### config.mk
export PLATFORM = sky130hd
export DESIGN_NAME = tick_uart_tx
export DESIGN_NICKNAME = d
export VERILOG_FILES = /design/src/rtl/tick_uart_tx.sv
export SDC_FILE = /design/constraint.sdc
export NUM_CORES = 1
export LEC_CHECK = 0
export ABC_AREA = 1
export CELL_PAD_IN_SITES_DETAIL_PLACEMENT = 1
export CELL_PAD_IN_SITES_GLOBAL_PLACEMENT = 2
export CORE_UTILIZATION = 34
export DETAILED_ROUTE_END_ITERATION = 16
export PLACE_DENSITY = 0.82
export REMOVE_ABC_BUFFERS = 1
export SKIP_CTS_REPAIR_TIMING = 1
export SLEW_MARGIN = 20
export SYNTH_ARGS = -nofsm -noshare
export SYNTH_HDL_FRONTEND = slang
export SYNTH_SLANG_ARGS = --single-unit
export TNS_END_PERCENT = 30
### constraint.sdc
create_clock -name clk_in -period 2.05 [get_ports clk_in]
set_input_delay 0.5125 -clock clk_in [delete_from_list [all_inputs] [get_ports clk_in]]
set_output_delay 0.5125 -clock clk_in [all_outputs]
set_load 0.1 [all_outputs]
### src/rtl/tick_uart_tx.sv
// Tick-paced UART transmitter with a one-entry holding register in front of
// the shift register, so one frame can be on the line while one more waits.
//   clk_in    system clock, all state on its rising edge
//   rst_n     asynchronous active-low reset
//   tick_in   bit-rate enable; one bit time per tick
//   tx_data   word to send, captured on accept
//   tx_valid  producer has tx_data available
//   tx_ready  holding register empty (accept = tx_valid & tx_ready on an edge)
//   tx_out    serial line, mark level 1
//   tx_busy   FSM is not idle
module tick_uart_tx #(
    parameter int unsigned DATA_BITS = 8,
    parameter int unsigned PARITY    = 0,
    parameter int unsigned STOP_BITS = 1
) (
    input  logic                 clk_in,
    input  logic                 rst_n,
    input  logic                 tick_in,
    input  logic [DATA_BITS-1:0] tx_data,
    input  logic                 tx_valid,
    output logic                 tx_ready,
    output logic                 tx_out,
    output logic                 tx_busy
);

    localparam int unsigned      CNT_W     = $clog2(DATA_BITS);
    localparam logic [CNT_W-1:0] LAST_BIT  = CNT_W'(DATA_BITS - 1);
    localparam logic             LAST_STOP = 1'(STOP_BITS - 1);

    typedef enum logic [2:0] {
        S_IDLE   = 3'd0,
        S_START  = 3'd1,
        S_DATA   = 3'd2,
        S_PARITY = 3'd3,
        S_STOP   = 3'd4
    } state_t;

    state_t               state_q,      state_d;
    logic [DATA_BITS-1:0] hold_data_q,  hold_data_d;
    logic                 hold_empty_q, hold_empty_d;
    logic [DATA_BITS-1:0] shift_q,      shift_d;
    logic                 parity_q,     parity_d;
    logic [CNT_W-1:0]     bit_cnt_q,    bit_cnt_d;
    logic                 stop_cnt_q,   stop_cnt_d;
    logic                 tx_out_q,     tx_out_d;
    logic                 busy_q;
    logic                 load_c;

    assign tx_ready = hold_empty_q;
    assign tx_out   = tx_out_q;
    assign tx_busy  = busy_q;

    // State and datapath registers
    always_ff @(posedge clk_in or negedge rst_n) begin
        if (!rst_n) begin
            state_q      <= S_IDLE;
            hold_data_q  <= '0;
            hold_empty_q <= 1'b1;
            shift_q      <= '0;
            parity_q     <= 1'b0;
            bit_cnt_q    <= '0;
            stop_cnt_q   <= 1'b0;
            tx_out_q     <= 1'b1;
            busy_q       <= 1'b0;
        end else begin
            state_q      <= state_d;
            hold_data_q  <= hold_data_d;
            hold_empty_q <= hold_empty_d;
            shift_q      <= shift_d;
            parity_q     <= parity_d;
            bit_cnt_q    <= bit_cnt_d;
            stop_cnt_q   <= stop_cnt_d;
            tx_out_q     <= tx_out_d;
            busy_q       <= (state_d != S_IDLE);
        end
    end

    // Next-state: line and FSM move only on ticks; holding register on accept
    always_comb begin
        state_d      = state_q;
        hold_data_d  = hold_data_q;
        hold_empty_d = hold_empty_q;
        shift_d      = shift_q;
        parity_d     = parity_q;
        bit_cnt_d    = bit_cnt_q;
        stop_cnt_d   = stop_cnt_q;
        tx_out_d     = tx_out_q;
        load_c       = 1'b0;

        if (tick_in) begin
            case (state_q)
                S_IDLE: begin
                    tx_out_d = 1'b1;
                    load_c   = !hold_empty_q;
                end
                S_START: begin
                    tx_out_d  = shift_q[0];
                    shift_d   = shift_q >> 1;
                    bit_cnt_d = '0;
                    state_d   = S_DATA;
                end
                S_DATA: begin
                    if (bit_cnt_q == LAST_BIT) begin
                        stop_cnt_d = 1'b0;
                        if (PARITY != 0) begin
                            tx_out_d = parity_q;
                            state_d  = S_PARITY;
                        end else begin
                            tx_out_d = 1'b1;
                            state_d  = S_STOP;
                        end
                    end else begin
                        tx_out_d  = shift_q[0];
                        shift_d   = shift_q >> 1;
                        bit_cnt_d = bit_cnt_q + CNT_W'(1);
                    end
                end
                S_PARITY: begin
                    tx_out_d   = 1'b1;
                    stop_cnt_d = 1'b0;
                    state_d    = S_STOP;
                end
                S_STOP: begin
                    if (stop_cnt_q == LAST_STOP) begin
                        // Queued word chains straight into its start bit
                        if (!hold_empty_q) begin
                            load_c = 1'b1;
                        end else begin
                            tx_out_d = 1'b1;
                            state_d  = S_IDLE;
                        end
                    end else begin
                        stop_cnt_d = stop_cnt_q + 1'b1;
                    end
                end
                default: begin
                    tx_out_d = 1'b1;
                    state_d  = S_IDLE;
                end
            endcase
        end

        // Load and accept are exclusive: load needs holding full, accept empty
        if (load_c) begin
            shift_d      = hold_data_q;
            parity_d     = (^hold_data_q) ^ (PARITY == 2);
            hold_empty_d = 1'b1;
            tx_out_d     = 1'b0;
            state_d      = S_START;
        end else if (tx_valid && hold_empty_q) begin
            hold_data_d  = tx_data;
            hold_empty_d = 1'b0;
        end
    end

endmodule

# --- Word level (Yosys, flattened, before mapping) ---
# Index checks and enable logic that the tools add are counted.
totals:
  wordCells: 62
  ff_bits: 26
  in_bits: 12
op_classes:
  n_eq_ne: 10
  n_mux: 27
  bitwise: 1
  addsub: 2
  reduce_logical: 14
ops:
  columns: ["cell", "n"]
  rows:
  - ["8-bit two-way mux", 3]
  - ["3-bit two-way mux", 6]
  - ["8-bit case mux with 2 select lines", 1]
  - ["3-bit case mux with 5 select lines", 1]
  - ["1-bit two-way mux", 12]
  - ["3-bit AND reduction", 4]
  - ["3-bit inequality test, second input constant", 3]
  - ["3-bit nonzero test", 3]
  - ["3-bit by 2-bit equality test with 1-bit output, second input constant", 2]
  - ["3-bit equality test, second input constant", 2]
  - ["1-bit case mux with 3 select lines", 2]
  - ["3-bit case mux with 2 select lines", 1]
  - ["2-bit nonzero test", 3]
  - ["2-bit inequality test, second input constant", 2]
  - ["3-bit by 1-bit adder with 3-bit output, second input constant", 1]
  - ["3-bit by 1-bit equality test with 1-bit output, second input constant", 1]
  - ["3-bit logical NOT", 1]
  - ["1-bit case mux with 2 select lines", 1]
  - ["2-bit AND reduction", 1]
  - ["1-bit adder, second input constant", 1]
  - ["1-bit logical AND", 1]
  - ["1-bit logical NOT", 1]
  - ["1-bit NOT", 1]

# --- Logic depth before layout (Yosys ltp) ---
logic_depth:
  word_depth: 6
  mapped_depth: 9
  ltp_nobuf: 9

# --- Least setup slack after synthesis ---
# OpenSTA, ideal clock, no wires.
synth_timing:
  kind: "reg2reg"
  from: "register hold_empty_q (netlist: tx_ready)"
  to: "register busy_q (netlist: tx_busy)"
  setup_slack_ns: 0.436
  t_required_ns: 1.931
  setup_time_ns: 0.119
  arrival_ns: 1.495
  period_less_slack_ns: 1.614
  stages_incl_launch_ff: 7
  cell_sequence: "dfstp_2 -> inv_1 -> nand3_4 -> buf_6 -> nand2_1 -> nor2_1 -> nand2_1"
synth_via:
  elab_chain_len: 6
  word_cells_on_any_way: 11
synth_lines:
  columns: ["item", "line", "source"]
  rows:
  - ["start, declared", "40", "logic hold_empty_q, hold_empty_d;"]
  - ["start signal, assigned", "68", "hold_empty_q <= hold_empty_d;"]
  - ["3-bit two-way mux / 1-bit two-way mux (equally long branches)", "126", "if (!hold_empty_q) begin"]
  - ["3-bit two-way mux / 1-bit two-way mux (equally long branches)", "124", "if (stop_cnt_q == LAST_STOP) begin"]
  - ["3-bit case mux with 5 select lines / 1-bit case mux with 2 select lines (equally long branches)", "91", "case (state_q)"]
  - ["3-bit two-way mux / 1-bit two-way mux (equally long branches)", "90", "if (tick_in) begin"]
  - ["3-bit two-way mux (*)", "144", "if (load_c) begin"]
  - ["via state_d[0]", "38", "state_t state_q, state_d;"]
  - ["3-bit nonzero test (*)", "74", "busy_q <= (state_d != S_IDLE);"]
  - ["end signal, assigned", "74", null]
  - ["end, declared", "46", "logic busy_q;"]
# Mark *: on every way through the listed nets, which the timed path passes. The rest lies on a longest branch.
# A chain may end at the register's enable or synchronous reset.

# --- Final worst setup path ---
layout_timing:
  from: "register bit_cnt_q[0]"
  to: "register shift_q[1]"
layout_via:
  elab_chain_len: 3
layout_lines:
  columns: ["item", "line", "source"]
  rows:
  - ["start, declared", "43", "logic [CNT_W-1:0] bit_cnt_q, bit_cnt_d;"]
  - ["start signal, assigned", "71", "bit_cnt_q <= bit_cnt_d;"]
  - ["3-bit equality test", "103", "if (bit_cnt_q == LAST_BIT) begin"]
  - ["3-bit inequality test (no source line)", null, null]
  - ["3-bit AND reduction (no source line)", null, null]
  - ["end signal, assigned", "69", "shift_q <= shift_d;"]
  - ["end, declared", "41", "logic [DATA_BITS-1:0] shift_q, shift_d;"]
# No other way between the ends.

==> results.yml <==
sta:
  worstMarginPinSlew_ps: 555
  setup_tns_ps: 0
  final-hold-violation-count: 0
  setup_violations: 0
  fmax_ghz: 0.601
  slew_violations: 0
  slew_headroom_pct: 62.9
  period_share_pct: 81.2
  clock_skew_ps: 6.03
  post-route-min-period_ps: 1660
  setup_slack_ps: 386
  rsz0062_at_grt: "no"
layout:
  areaGrowthSynthToFinish_pct: 22.5
  drive_above_1_share_pct: 12.2
  n_fill_cell: 393
  final_cell_area_sq_um: 1420
  nets: 171
  instances_no_fill: 200
  num_antenna_cells: 0
outcome:
  status: "finished, final reports clean"
cts:
  cts-htree-levels: 1
  clock_latency_ps: 330
  clock_sinks: 25
  clkSlewWorstSetupHoldPaths_ps: 150
  cts_tree: "built"
  numCtsBuffers: 3
  clk_path_buf_depth: 2
  clock_tree.root_cell: "clkbuf_4"
die:
  chipHeight_um: 60.3
  die_x_um: 60.3
  ioPinCount: 15
  num_rows: 20
  die_area_sq_um: 3630
  core_area_sq_um: 3130
  initial_utilization_pct: 36.9
worst_setup_path:
  required_ps: 2330
  path_class: "flip-flop to flip-flop"
  cp_max_fo: 8
  reg2reg_depth: 9
  crit_path_start_kind: "flip-flop"
  crit_path_end_kind: "flip-flop"
  crit_arrival_ps: 1940
global_route:
  grt_first_pass_wirelength_um: 4350
  antenna_found_initial: 0
  grt.total_usage_pct: 16.7
  grt_busiest_layer: "met2"
  met2_usage_pct: 29.4
  grt_use_met3_pct: 3.25
  grt_pass1_vias: 983
  use_met1_pct: 19.7
  grt_overflow: 0
  grt_start_max_net_pins: 26
pwr:
  switching_share_pct: 45.5
  p_leak_nw: 0.711
  ir_worst_vdd_mv: 0.523
  power.density_nw_per_um2: 1500
  p_sw_mw: 0.965
  pwr-share-comb_pct: 49.2
  pwr-share-seq_pct: 39.8
  pwr-share-clk_pct: 10.9
  p_int_mw: 1.16
synthesis:
  yosys.cell_count.top_type: "nand2_1"
  seq_area_frac_synth_pct: 54.4
  synth.ff_latch_count: 25
  ys_types: 18
  synth_common_cells: "nand2_1, dfrtp_1, inv_1"
  synth_edf_count: 0
  synth_top_cell_by_area: "dfrtp_1"
  async_reset_ff_share_pct: 100
  synth_area_leaders: "dfrtp_1, nand2_1, nand3_1, inv_1, dfstp_2"
  synth_top_area_share_pct: 49.8
  postSynthCellCount: 137
  synth_area_per_cell_sq_um: 8.43
  yosysWarnings: 0
  syn_area_sq_um: 1150
  synthFlopType: "dfrtp_1"
hold_path:
  min_delay_path_depth: 2
  hold_class: "flip-flop to flip-flop"
placement:
  hpwl_um: 1850
  port_buffers: 14
  postPlaceCellArea_sq_um: 1390
  gp_congestion: 0.721
  place_ws_ps: 157
  dp.cells: 196
routing:
  viasPerCell: 4.77
  wire_per_inst_um: 12.8
  drt_iter0_drc: 26
  drtPass1Iterations: 2
  vias: 953
  ant_nets: 0
  drc: 0
  routed_wl_um: 2560
run:
  max_cap_violations: 0
## cell type report
type	count	area, sq um	area share, %
inverters	16	60.1	4.24
clock inverters	1	5.00	0.354
clock buffers	3	22.5	1.59
multi-input cells	91	429	30.3
well taps	44	55.1	3.89
flip-flops and latches	25	628	44.4
repair buffers	20	215	15.2
## cells in the final DEF, fill, tap and decap left out
cell type	netlist	final
a21oi_1	8	8
buf_12	0	3
buf_4	0	6
clkbuf_4	0	3
clkdlybuf4s50_1	0	11
clkinv_2	0	1
dfrtp_1	23	23
dfstp_2	2	2
ha_1	2	2
inv_1	16	16
nand2_1	37	37
nand2_2	2	2
nand3_1	15	15
nand3_4	1	1
nand4_1	1	1
nor2_1	10	10
nor2_2	1	1
nor3_1	1	1
o21ai_0	4	4
o21ai_1	9	9
## registers in the layout (all words and copies together), names as in the netlist
signal,flops
tx_busy,1
state_q,3
bit_cnt_q,3
tx_out,1
shift_q,8
tx_ready,1
hold_data_q,8
## through the flow
step / hold WS, ps / utilization, % / power (mW)
global placement: 481 / 44.4 / 1.86
global route: 551 / 45.2 / 2.30
CTS: 530 / 45.2 / 2.16
finish: 522 / 45.2 / 2.12
detailed placement: 502 / 44.4 / 1.93
floorplan: 217 / - / 1.54
## power by group through the flow
stage                     clock [mW]  sequential, mW  combinational [mW]
final                          0.232           0.846                1.05
after global routing           0.262           0.874                1.17
after CTS                      0.241           0.851                1.07
after detailed placement           0           0.861                1.06
after global placement             0           0.843                1.02
after floorplan                    0            1.03               0.504
## layer usage
layer | up-vias | share of wire (%)
li1 | 475 | -
met4 | 0 | 1.6
met2 | 11 | 51
met3 | 5 | 2.2
met5 | - | 0
met1 | 462 | 45
## critical path: stages, from the launching register on
cell and delay [ps]:
dfrtp_1 430, ha_1 210, ha_1 200, inv_1 60, nand3_1 90, nand2_2 100, nand2_2 130, nand2_1 230
nand2_1 100, nand2_1 70
## final timing paths
kind | from | endpoint | slack [ps]
worst max register to register | bit_cnt_q[0]$_DFFE_PN0P_ | shift_q[1]$_DFFE_PN0P_ | 390
worst min-delay path | hold_data_q[7]$_DFFE_PN0P_ | hold_data_q[7]$_DFFE_PN0P_ | 520
max in group asynchronous | rst_n | tx_out$_DFFE_PN1P_ | 1220
worst min register to register | hold_data_q[7]$_DFFE_PN0P_ | hold_data_q[7]$_DFFE_PN0P_ | 520
worst max-delay path | bit_cnt_q[0]$_DFFE_PN0P_ | shift_q[1]$_DFFE_PN0P_ | 390
min in group asynchronous | rst_n | hold_data_q[2]$_DFFE_PN0P_ | 530
## cell families after synthesis
| group | Yosys count | synth area share (%) |
|---|---|---|
| AO/OA/AOI/OAI | 21 | 9.10 |
| adder cells (fa/ha/maj) | 2 | 2.17 |
| buffers and inverters | 21 | 8.45 |
| AND/OR/NAND/NOR | 68 | 25.9 |
| flip-flops | 25 | 54.4 |
No activity file was read; power rests on OpenSTA's default activity.
